## src/rtl/seq_con_unit.sv

```systemverilog
// Sequenced control unit: decodes the IR opcode, runs a FETCH/EXEC/POP_WB/HALT
// machine and keeps an internal stack pointer with sticky overflow/underflow.
module seq_con_unit #(
  parameter int RSEL_W      = 2,
  parameter int IR_W        = 4 + 2 * RSEL_W,
  parameter int STACK_DEPTH = 16,
  parameter int SP_W        = 4
) (
  input  logic              clk,
  input  logic              rst,
  input  logic [IR_W-1:0]   ir,
  input  logic              g,
  input  logic              in_vld,
  input  logic              out_rdy,
  input  logic              run,
  output logic              ir_ld,
  output logic              ram_re,
  output logic              ram_wr,
  output logic              pc_ld,
  output logic              pc_in,
  output logic              reg_we,
  output logic              au_en,
  output logic              gf_en,
  output logic              in_en,
  output logic              out_en,
  output logic              mux_s,
  output logic              swr,
  output logic              sre,
  output logic [RSEL_W-1:0] reg_sr,
  output logic [RSEL_W-1:0] reg_dr,
  output logic [1:0]        s,
  output logic [3:0]        au_ac,
  output logic [SP_W-1:0]   stk_addr,
  output logic [SP_W:0]     sp,
  output logic              stk_err,
  output logic              halted
);

  typedef enum logic [1:0] {ST_FETCH, ST_EXEC, ST_POP_WB, ST_HALT} state_t;

  localparam logic [SP_W:0] DEPTH = (SP_W + 1)'(STACK_DEPTH);

  state_t          r_state;
  logic [SP_W:0]   r_sp;
  logic            r_stk_err;

  state_t          w_state_nx;
  logic [SP_W:0]   w_sp_nx;
  logic            w_err_nx;
  logic [SP_W:0]   w_sp_m1;
  logic [3:0]      w_op;

  assign w_op    = ir[IR_W-1:IR_W-4];
  assign w_sp_m1 = r_sp - 1'b1;
  assign au_ac   = w_op;
  assign reg_sr  = ir[RSEL_W-1:0];
  assign reg_dr  = ir[2*RSEL_W-1:RSEL_W];
  assign sp      = r_sp;
  assign stk_err = r_stk_err;
  assign halted  = (r_state == ST_HALT);

  always_ff @(posedge clk) begin
    if (rst) begin
      r_state   <= ST_FETCH;
      r_sp      <= '0;
      r_stk_err <= 1'b0;
    end else begin
      r_state   <= w_state_nx;
      r_sp      <= w_sp_nx;
      r_stk_err <= w_err_nx;
    end
  end

  always_comb begin
    ir_ld = 1'b0; ram_re = 1'b0; ram_wr = 1'b0; pc_ld = 1'b0; pc_in = 1'b0;
    reg_we = 1'b0; au_en = 1'b0; gf_en = 1'b0; in_en = 1'b0; out_en = 1'b0;
    mux_s = 1'b0; swr = 1'b0; sre = 1'b0; s = 2'b00; stk_addr = '0;
    w_state_nx = r_state;
    w_sp_nx    = r_sp;
    w_err_nx   = r_stk_err;
    case (r_state)
      ST_FETCH: begin
        ir_ld = 1'b1; ram_re = 1'b1; pc_in = 1'b1;
        w_state_nx = ST_EXEC;
      end
      ST_EXEC: begin
        w_state_nx = ST_FETCH;
        case (w_op)
          4'h1: begin au_en = 1'b1; reg_we = 1'b1; mux_s = 1'b1; end
          4'h2: begin au_en = 1'b1; ram_wr = 1'b1; s = 2'b10; end
          4'h3: begin ram_re = 1'b1; reg_we = 1'b1; mux_s = 1'b1; s = 2'b01; end
          4'h4: reg_we = 1'b1;
          4'h5: begin au_en = 1'b1; reg_we = 1'b1; mux_s = 1'b1; end
          4'h6: begin au_en = 1'b1; reg_we = 1'b1; mux_s = 1'b1; gf_en = 1'b1; end
          4'h7: pc_ld = 1'b1;
          4'h8: pc_ld = g;
          4'h9: begin
            in_en = 1'b1;
            if (in_vld) begin
              reg_we = 1'b1; mux_s = 1'b1;
            end else begin
              w_state_nx = ST_EXEC;
            end
          end
          4'hA: begin
            au_en = 1'b1; out_en = 1'b1;
            if (!out_rdy) w_state_nx = ST_EXEC;
          end
          4'hB: begin ram_re = 1'b1; pc_in = 1'b1; reg_we = 1'b1; mux_s = 1'b1; end
          4'hC: begin
            if (r_sp < DEPTH) begin
              au_en = 1'b1; swr = 1'b1; stk_addr = r_sp[SP_W-1:0];
              w_sp_nx = r_sp + 1'b1;
            end else begin
              w_err_nx = 1'b1;
            end
          end
          4'hD: begin
            // Stack RAM answers one cycle later, so the write-back lives in POP_WB
            if (r_sp != '0) begin
              sre = 1'b1; stk_addr = w_sp_m1[SP_W-1:0];
              w_sp_nx = w_sp_m1;
              w_state_nx = ST_POP_WB;
            end else begin
              w_err_nx = 1'b1;
            end
          end
          4'hF: w_state_nx = ST_HALT;
          default: ;
        endcase
      end
      ST_POP_WB: begin
        reg_we = 1'b1; mux_s = 1'b1;
        w_state_nx = ST_FETCH;
      end
      ST_HALT: begin
        if (run) w_state_nx = ST_FETCH;
      end
      default: w_state_nx = ST_FETCH;
    endcase
    if (rst) begin
      ir_ld = 1'b0; ram_re = 1'b0; ram_wr = 1'b0; pc_ld = 1'b0; pc_in = 1'b0;
      reg_we = 1'b0; au_en = 1'b0; gf_en = 1'b0; in_en = 1'b0; out_en = 1'b0;
      mux_s = 1'b0; swr = 1'b0; sre = 1'b0; s = 2'b00; stk_addr = '0;
    end
  end

endmodule

```

## config.mk

```make
export PLATFORM = sky130hd
export DESIGN_NAME = seq_con_unit
export DESIGN_NICKNAME = d
export VERILOG_FILES = /design/src/rtl/seq_con_unit.sv
export SDC_FILE = /design/constraint.sdc
export NUM_CORES = 1
export LEC_CHECK = 0
export ABC_AREA = 1
export ABC_CLOCK_PERIOD_IN_PS = 1600
export BUFFER_PORTS_ARGS = -buffer_cell sky130_fd_sc_hd__buf_2
export CORE_MARGIN = 5
export CORE_UTILIZATION = 47
export CTS_CLUSTER_DIAMETER = 80
export CTS_CLUSTER_SIZE = 10
export DETAILED_ROUTE_END_ITERATION = 8
export PLACE_DENSITY = 0.8
export REMOVE_ABC_BUFFERS = 1
export SLEW_MARGIN = 20
export SYNTH_ARGS = -nofsm -noshare
export SYNTH_HDL_FRONTEND = slang
export SYNTH_SLANG_ARGS = --single-unit
```

## constraint.sdc

```tcl
create_clock -name clk -period 1.6 [get_ports clk]
set_input_delay 0.24 -clock clk [delete_from_list [all_inputs] [get_ports clk]]
set_output_delay 0.24 -clock clk [all_outputs]
set_load 0.005 [all_outputs]
```

==> impl_metrics.ini <==
[clock_tree]
clk_latency_ps = 260
numCtsBuffers = 3
clk_pin_slew_ps = 60
root_buffer = clkbuf_4
cts_sinks = 8
cts_buffer_depth = 2
htreeDepth = 1
cts_tree = yes

[final_layout]
final_layout_size_suffix_gt1_frac = 0.548
final_core_util = 0.722
diodes = 0
fin_nets = 251
n_fill_cell = 167
syn_to_final_growth_pct = 46.2
stdcell_count = 256

[die]
core_um2 = 2210
ios = 48
rows = 17
die-area_um2 = 3390
initial_utilization = 0.494
die_y_um = 58.2
die_x_um = 58.2

[sta]
setup_slack_ps = -112
slew_headroom = 0.824
worstMarginPinSlew_ps = 264
fmax_ghz = 0.584
fin_skew_ps = 8.82
holdWs_ps = 273
setup_viol = 14
fin_tns_setup_ps = -741
finalHoldViolCount = 0
period_share = 1.07
finalCriticalPeriod_ps = 1710
drv_slew = 0
rsz0062_at_grt = true

[synthesis]
synthCells = 178
synth-edff-count = 0
yosysWarnings = 0
async_reset_ff_frac = 0
ys_seq_elements = 8
ys.flop_type = dfxtp_1
syn_area_per_cell_um2 = 6.14
ys_seq_area_frac = 0.147
netlist_area_um2 = 1090
netlist-cell-type-count = 30

[route]
ant_nets = 0
vias_per_cell = 5.32
drcViolationCount = 0
dr.pass1.iters = 5
drt-wirelength-per-cell_um = 13.9
drtIter0Drc = 68
drt_wl_total_um = 3560
num_vias = 1361

[global_route]
grt_max_degree = 9
grt_util_met3 = 0.0290
grt_most_used_layer = met2
met2_usage = 0.337
track_usage = 0.191
overflow = 0
use_met1 = 0.220
grt_pass1_wl_um = 5080
grt_pass1_vias = 1193
antenna_found_initial = 0

[place]
gp_congestion = 0.873
dp.cells = 244
place_ws_ps = 40.9
dp_hpwl_um = 2300
portBuffers = 39

[worst_setup_path]
r2r_end = sp[4]
r2r-start = r_state[1]
required_ps = 1360
cp.depth = 8
cp_slowest_cell = dfxtp_2
cp-end-kind = output pin
cp.arrival_ps = 1470
r2r_setup_slack_ps = 50
crit_path_start = sp[0]
crit_chain = inv_4, ha_4, inv_2, nor2_2, nand2_2, nand4_1, a21oi_2, buf_2
slowest_delay_ps = 350
crit_path_end = stk_addr[3]
reg2reg_depth = 12
path_delay_family = flip-flops
crit_fanout = 5
critPathKind = register to output pin
start_kind = register
worst-path-buf-inv = 3

[power]
seqPwrFrac = 0.344
combPwrFrac = 0.398
p_int_mw = 0.392
ir_drop_uv = 306
power_frac_clock = 0.258
power.switching_mw = 0.231
p_leak_nw = 0.845
netSwitchingFraction = 0.370
p_per_area_nw_per_um2 = 390

[worst_hold_path]
hold_depth = 4
hp-class = input port to register

[run_status]
violations = negative setup slack
status = complete, but fails checks

[run]
drv_cap = 0
==> cell type report <==
cell class	instances	area, µm²	area share
Inverter	32	133	0.0831
Clock buffer	3	22.5	0.0141
Multi-Input combinational cell	127	892	0.559
Timing Repair Buffer	58	345	0.216
Sequential cell	8	169	0.106
Tap cell	28	35.0	0.0219
==> logic make-up after synthesis <==
group / Yosys count / synth area share
compound gates: 22 / 0.117
xor+xnor: 3 / 0.0241
fa+ha+maj: 7 / 0.0802
buf+inv: 43 / 0.192
flops: 8 / 0.147
simple gates: 95 / 0.440
==> worst min path at each step <==
stage / from / end / slack, ps
3_5_place_dp: stk_err / stk_err / 470
3_3_place_gp: ir[2] / reg_dr[0] / 480
5_1_grt: run / r_state[1] / 300
6_report: run / r_state[1] / 270
2_1_floorplan: rst / sp[1] / 300
4_1_cts: run / r_state[1] / 270
==> cell usage in the layout, fill, tap and decap left out, types with 2 or more instances in the layout <==
cell type / n
buf_2: 39
nand2_1: 32
nor2_1: 21
inv_1: 19
buf_4: 17
inv_2: 8
nor2_4: 8
nand3_1: 8
nand2_4: 7
inv_4: 5
nor2_2: 5
a21oi_2: 5
o21ai_1: 5
nand2_2: 4
a21oi_1: 4
dfxtp_2: 4
nand4_1: 3
ha_4: 3
clkbuf_4: 3
dfxtp_1: 3
o21ai_2: 2
nor4_2: 2
nor3_2: 2
ha_2: 2
ha_1: 2
buf_6: 2
==> per-stage QoR <==
stage | total power [mW] | area [µm²]
global route | 0.651 | 1600
detailed placement | 0.392 | 1310
global placement | 0.388 | 1310
floorplan | 0.319 | 1000
CTS | 0.578 | 1460
finish | 0.623 | 1600
==> power by group through the flow <==
stage / registers [mW] / clock network (mW) / logic (mW)
after global routing: 0.215 / 0.167 / 0.269
final: 0.215 / 0.161 / 0.248
after CTS: 0.213 / 0.161 / 0.204
after detailed placement: 0.216 / 0 / 0.177
after floorplan: 0.216 / 0 / 0.103
after global placement: 0.215 / 0 / 0.173
==> sequential cells by signal, summed over array words and instances, names as in the netlist <==
register  cells
r_state       2
stk_err       1
sp            5
==> worst min-delay path: stages <==
cell and delay (ps):
buf_2 80, nor2_1 60, nand2_1 50, a21oi_1 50
==> timing repair <==
item / 4_1_cts / 5_1_grt
pin swaps: 7 / 12
resized for setup: 36 / 26
setup buffers: 4 / 5
endpoints found under the setup margin: 18 / 18
hold buffers: 0 / 0
==> routing by layer <==
metal / vias to the layer above / wire length [µm]
met2: 78 / 1690
met4: 0 / 139
met3: 19 / 331
met5: - / 0
li1: 650 / -
met1: 614 / 1390
==> cells in the mapped netlist (all sizes together) (2+ instances only) <==
cell type  instances  area share
a21oi             10       0.049
buf               11       0.082
dfxtp              8        0.15
ha                 7       0.080
inv               32        0.11
nand2             43        0.18
nand3              9       0.046
nand4              3       0.017
nor2              35        0.16
nor3               2      0.0092
nor4               2       0.011
o21ai              8       0.040
xor2               2       0.016
Note: power is estimated with default switching activity, not from simulation.
